==> config.mk <==
export PLATFORM = sky130hd
export DESIGN_NAME = spi_slave_cmd_ctrl
export DESIGN_NICKNAME = d
export VERILOG_FILES = /design/src/rtl/spi_ctrl_pkg.sv /design/src/rtl/spi_slave_cmd_ctrl.sv
export SDC_FILE = /design/constraint.sdc
export NUM_CORES = 1
export LEC_CHECK = 0
export BUFFER_PORTS_ARGS = -buffer_cell sky130_fd_sc_hd__buf_2
export CAP_MARGIN = 20
export CELL_PAD_IN_SITES_DETAIL_PLACEMENT = 1
export CELL_PAD_IN_SITES_GLOBAL_PLACEMENT = 2
export CORE_ASPECT_RATIO = 1.1
export CORE_MARGIN = 3
export CORE_UTILIZATION = 33
export CTS_CLUSTER_SIZE = 30
export DETAILED_ROUTE_END_ITERATION = 10
export PLACE_DENSITY_LB_ADDON = 0.1
export SETUP_SLACK_MARGIN = 0.2
export SYNTH_ARGS = -nofsm -noshare
export SYNTH_HDL_FRONTEND = slang
export SYNTH_SLANG_ARGS = --single-unit
==> constraint.sdc <==
create_clock -name sysClk_i -period 2.3 [get_ports sysClk_i]
set_input_delay 0.23 -clock sysClk_i [delete_from_list [all_inputs] [get_ports sysClk_i]]
set_output_delay 0.23 -clock sysClk_i [all_outputs]
set_load 0.02 [all_outputs]
==> src/rtl/spi_ctrl_pkg.sv <==
// SPI slave command controller: shared types and constants.
// FSM state enum, command opcodes, status byte field positions.
package spi_ctrl_pkg;

  typedef enum logic [2:0] {
    ST_IDLE,
    ST_CMD,
    ST_ADDR,
    ST_WDATA,
    ST_RFETCH,
    ST_RDATA,
    ST_STAT,
    ST_IGNORE
  } CtrlState;

  localparam logic [7:0] CMD_WRITE  = 8'h02;
  localparam logic [7:0] CMD_READ   = 8'h03;
  localparam logic [7:0] CMD_STATUS = 8'h05;
  localparam logic [7:0] CMD_ID     = 8'h9F;

  localparam int STAT_ERR_BIT = 7;

  // States reached only after a valid command byte
  function automatic logic cmd_ok_state(CtrlState s);
    return s inside {ST_ADDR, ST_WDATA, ST_RFETCH,
                     ST_RDATA, ST_STAT};
  endfunction

endpackage

==> src/rtl/spi_slave_cmd_ctrl.sv <==
// SPI slave transaction controller (sysClk domain).
// Splits each /SS frame into command/address/data phases and drives a
// register bus with burst read/write and address auto-increment.
// Ports:
//   sysClk_i, reset_i          clock, async active-high reset
//   ss_active_i                frame active (synced /SS low)
//   rx_valid_i, byte_rx_i      received byte strobe and value
//   byte_tx_o                  next byte to shift out on MISO
//   reg_addr_o, reg_wdata_o    register bus address / write data
//   reg_we_o, reg_re_o         one-cycle write / read strobes
//   reg_rdata_i                read data, valid the cycle after reg_re_o
//   frame_done_o               pulse at end of a valid-command frame
//   err_o                      sticky unknown-command flag
module spi_slave_cmd_ctrl
  import spi_ctrl_pkg::*;
#(
  parameter int          ADDR_W  = 8,
  parameter int          DATA_W  = 8,
  parameter logic [7:0]  ID_BYTE = 8'hA5
) (
  input  logic              sysClk_i,
  input  logic              reset_i,
  input  logic              ss_active_i,
  input  logic              rx_valid_i,
  input  logic [7:0]        byte_rx_i,
  output logic [7:0]        byte_tx_o,
  output logic [ADDR_W-1:0] reg_addr_o,
  output logic [DATA_W-1:0] reg_wdata_o,
  output logic              reg_we_o,
  output logic              reg_re_o,
  input  logic [DATA_W-1:0] reg_rdata_i,
  output logic              frame_done_o,
  output logic              err_o
);

  CtrlState          state_q, state_d;
  logic [7:0]        tx_q, tx_d;
  logic [ADDR_W-1:0] addr_q, addr_d;
  logic [DATA_W-1:0] wdata_q, wdata_d;
  logic              we_q, we_d;
  logic              re_q, re_d;
  logic              done_q, done_d;
  logic              err_q, err_d;
  logic              rd_q, rd_d;
  // Set once /SS has been seen inactive; blocks
  // joining a frame already running at reset.
  logic              arm_q, arm_d;
  logic              pend;

  assign pend = we_q | re_q;

  always_ff @(posedge sysClk_i or posedge reset_i) begin
    if (reset_i) begin
      state_q <= ST_IDLE;
      tx_q    <= 8'h00;
      addr_q  <= '0;
      wdata_q <= '0;
      we_q    <= 1'b0;
      re_q    <= 1'b0;
      done_q  <= 1'b0;
      err_q   <= 1'b0;
      rd_q    <= 1'b0;
      arm_q   <= 1'b0;
    end else begin
      state_q <= state_d;
      tx_q    <= tx_d;
      addr_q  <= addr_d;
      wdata_q <= wdata_d;
      we_q    <= we_d;
      re_q    <= re_d;
      done_q  <= done_d;
      err_q   <= err_d;
      rd_q    <= rd_d;
      arm_q   <= arm_d;
    end
  end

  always_comb begin
    state_d = state_q;
    tx_d    = tx_q;
    addr_d  = addr_q;
    wdata_d = wdata_q;
    we_d    = 1'b0;
    re_d    = 1'b0;
    done_d  = 1'b0;
    err_d   = err_q;
    rd_d    = rd_q;
    arm_d   = arm_q | ~ss_active_i;

    // Post-write increment, cycle after the strobe
    if (we_q) addr_d = addr_q + ADDR_W'(1);

    unique case (state_q)
      ST_IDLE: begin
        if (ss_active_i && arm_q) state_d = ST_CMD;
      end
      ST_CMD: begin
        if (rx_valid_i) begin
          unique case (1'b1)
            (byte_rx_i == CMD_WRITE): begin
              rd_d    = 1'b0;
              state_d = ST_ADDR;
            end
            (byte_rx_i == CMD_READ): begin
              rd_d    = 1'b1;
              state_d = ST_ADDR;
            end
            (byte_rx_i == CMD_STATUS): begin
              tx_d               = 8'h00;
              tx_d[STAT_ERR_BIT] = err_q;
              err_d              = 1'b0;
              state_d            = ST_STAT;
            end
            (byte_rx_i == CMD_ID): begin
              tx_d    = ID_BYTE;
              state_d = ST_STAT;
            end
            default: begin
              err_d   = 1'b1;
              state_d = ST_IGNORE;
            end
          endcase
        end
      end
      ST_ADDR: begin
        // Read strobe is out this cycle; capture next
        if (re_q) begin
          state_d = ST_RFETCH;
        end else if (rx_valid_i) begin
          addr_d = ADDR_W'(byte_rx_i);
          if (rd_q) re_d = 1'b1;
          else      state_d = ST_WDATA;
        end
      end
      ST_WDATA: begin
        if (rx_valid_i) begin
          wdata_d = byte_rx_i;
          we_d    = 1'b1;
        end
      end
      ST_RFETCH: begin
        tx_d    = reg_rdata_i;
        state_d = ST_RDATA;
      end
      ST_RDATA: begin
        if (re_q) begin
          state_d = ST_RFETCH;
        end else if (rx_valid_i) begin
          addr_d = addr_q + ADDR_W'(1);
          re_d   = 1'b1;
        end
      end
      ST_STAT, ST_IGNORE: begin
      end
    endcase

    // Frame end waits for a byte in flight and
    // its strobe to finish before returning idle.
    if (state_q != ST_IDLE && !ss_active_i &&
        !rx_valid_i && !pend) begin
      state_d = ST_IDLE;
      tx_d    = 8'h00;
      done_d  = cmd_ok_state(state_q);
    end
  end

  assign byte_tx_o    = tx_q;
  assign reg_addr_o   = addr_q;
  assign reg_wdata_o  = wdata_q;
  assign reg_we_o     = we_q;
  assign reg_re_o     = re_q;
  assign frame_done_o = done_q;
  assign err_o        = err_q;

endmodule

==> out/qor.yml <==
cells_and_area:
  drive_gt1_share_pct: 36.0
  finalNetCount: 273
  final_common_cell: "buf_2"
  area_growth_pct: 26.1
  diodes: 0
  n_fill_cell: 638
  mostFrequentLayoutCells: "47 x buf_2, 32 x dfrtp_1, 15 x buf_4, 12 x nand2_1"
die:
  chipHeight_um: 86.9
  design.die.area_sq_um: 6920
  die_x_um: 79.6
  std_cell_rows: 28
  initial_core_util_pct: 35.3
  core_area_sq_um: 5570
  io_pins: 48
yosys:
  synth-edff-count: 0
  netlist_instances: 196
  synth-seq-cells: 33
  yosys_warnings: 0
  synth_cell_types: 51
  yosysSeqAreaShare_pct: 42.0
  ys.flop_type: "dfrtp_1"
  synth.avg_cell_area_sq_um: 10.0
  syn_area_sq_um: 1970
  syn_nets: 217
  synth-async-reset-ratio_pct: 100
clocking:
  clk_pin_slew_worst_paths_ns: 0.07
  cts_root_buf: "clkbuf_8"
  numCtsBuffers: 5
  worstSkewPairLatency_ns: 0.29
  clock_path_buffers: 2
  cts_sinks: 33
  htree_num_levels: 2
  cts_tree: "yes"
detailed_routing:
  antenna_left: 0
  drt_iter0_drc: 73
  drt_wl_total_um: 6180
  vias: 1831
  dr.pass1.iters: 4
  viasPerCell: 5.58
  drc: 0
  wl_per_cell_um: 18.8
critical_path:
  regToRegSetupSlack_ns: 0.26
  r2r_cells: 4
  cp.arrival_ns: 2.21
  worstPathRequired_ns: 2.47
  critPathMaxFanout: 8
  crit_path_end_kind: "register"
  crit_path_start_kind: "register"
  critPathKind: "reg -> reg"
status:
  status: "finished, final reports clean"
global_route:
  overflow: 0
  grtUsageTotal_pct: 19.0
  first_global_vias: 1986
  grt_use_met3_pct: 3.42
  grt.met1_usage_pct: 23.4
  grt_pass1_wl_um: 10200
  grt.busiest_layer: "met2"
  antenna_found_initial: 0
  grt_max_degree: 15
  grt_use_met2_pct: 32.7
timing:
  fin_worst_skew_ns: 0.00636
  rsz0062_at_grt: "false"
  period_share_pct: 88.7
  max_freq_ghz: 0.490
  maxSlewViolCount: 0
  fin_crit_ns: 2.04
  setup_tns_ns: 0
  report.final.hold_viol_count: 0
  setup_viol: 0
  relSlewSlack_pct: 62.0
  worst_slew_pin_slew_ns: 0.565
  worst_hold_slack_ns: 0.163
placement:
  place_hpwl_um: 4590
  io_buffers: 47
  place_congestion: 0.808
flow_run:
  maxCapViolCount: 0
min_path:
  min_path_cells: 2
  hold_class: "in -> reg"
pwr:
  p_leak_nw: 1.12
  irDropWorstVdd_uv: 516
  p_per_area_nw_per_um2: 1380
==> Yosys cell counts (2+ instances only) <==
library cell	count	area (sq um)
mux2_4	4	60.1
or3b_2	2	17.5
a31oi_1	4	25.0
nor3_1	5	25.0
a22o_1	4	35.0
a221oi_1	3	26.3
nor2b_1	2	12.5
buf_1	2	7.51
nor2_1	10	37.5
mux2i_1	2	20.0
a211o_1	5	43.8
o21ai_0	10	50.1
nand2_1	12	45.0
nand2b_1	4	25.0
nand3_1	7	35.0
xor2_1	4	35.0
or3_1	2	12.5
inv_1	4	15.0
a221o_1	2	20.0
nand4_1	4	25.0
and4_1	2	17.5
nor4_1	2	12.5
o21a_1	2	15.0
or4_1	2	15.0
a22oi_1	3	22.5
o2bb2ai_1	3	26.3
clkbuf_1	11	41.3
o22ai_1	6	37.5
a21oi_1	7	35.0
o211ai_1	2	15.0
xnor2_1	3	26.3
mux2_2	9	101
nand3b_1	2	15.0
dfrtp_1	33	826
==> power by group <==
part | internal (mW) | total (mW) | leakage (nW) | switching (mW)
clock | 0.353 | 0.573 | 0.0585 | 0.220
sequential | 0.815 | 1.09 | 0.415 | 0.270
combinational | 0.780 | 1.77 | 0.651 | 0.987
==> per-stage QoR <==
step	cell area (sq um)	setup slack (ns)	instances	utilization [%]	total power [mW]
after CTS	2460	0.208	326	44.2	3.43
after floorplan	1970	0.206	196	-	2.25
after global routing	2480	0.221	328	44.5	3.66
after detailed placement	2330	0.232	317	41.9	2.84
after global placement	2330	0.271	317	41.9	2.77
final	2480	0.259	328	44.5	3.43
==> registers in the layout, summed over array words and instances, names as in the netlist <==
signal,flops
byte_tx_o,8
reg_addr_o,8
reg_wdata_o,8
state_q,3
arm_q,1
err_o,1
frame_done_o,1
rd_q,1
reg_re_o,1
reg_we_o,1
==> cells by family after synthesis <==
| group | share of synthesized area, % |
|---|---|
| AOI/OAI and AO/OA | 23.1 |
| muxes | 9.23 |
| DFF | 42.0 |
| and+or+nand+nor | 18.1 |
| xor gates and xnor gates | 3.12 |
| buffers and inverters | 3.82 |
| adders and majority gates | 0.636 |
==> path summary, 6_finish.rpt <==
check | start | to
max | reg_re_o | byte_tx_o[5]
max in group asynchronous | reset_i | reg_wdata_o[2]
min reg2reg | arm_q | arm_q
min in group asynchronous | reset_i | err_o
max reg2reg | reg_re_o | byte_tx_o[5]
min | reg_rdata_i[1] | byte_tx_o[1]
==> worst max-delay path, stage by stage, from the launching register on <==
cell	delay [ns]
dfrtp_2	0.43
or4_4	0.59
a311oi_4	0.36
o31ai_4	0.20
mux2_4	0.35
==> routing by layer <==
layer  up-vias  part of all wire (%)
li1        858                     -
met1       926                    44
met2        35                    50
met3        12                   2.9
met4         0                   2.7
met5         -                     0
==> layout make-up <==
type	count	area (sq um)	share of cell area [%]
clock buffers	7	86.3	3.48
clock inverters	1	30.0	1.21
repair buffers	63	358	14.4
inverters	4	15.0	0.606
well taps	75	93.8	3.79
multi-input cells	145	1070	43.1
flip-flops and latches	33	827	33.4
==> repair_timing <==
action / in CTS / in global routing
setup endpoints to repair: 0 / 5
hold buffers: 1 / 0
setup buffers: 0 / 2
hold endpoints to repair: 10 / 0
resized for setup: 0 / 1
Power figures use the tool's default switching activity.
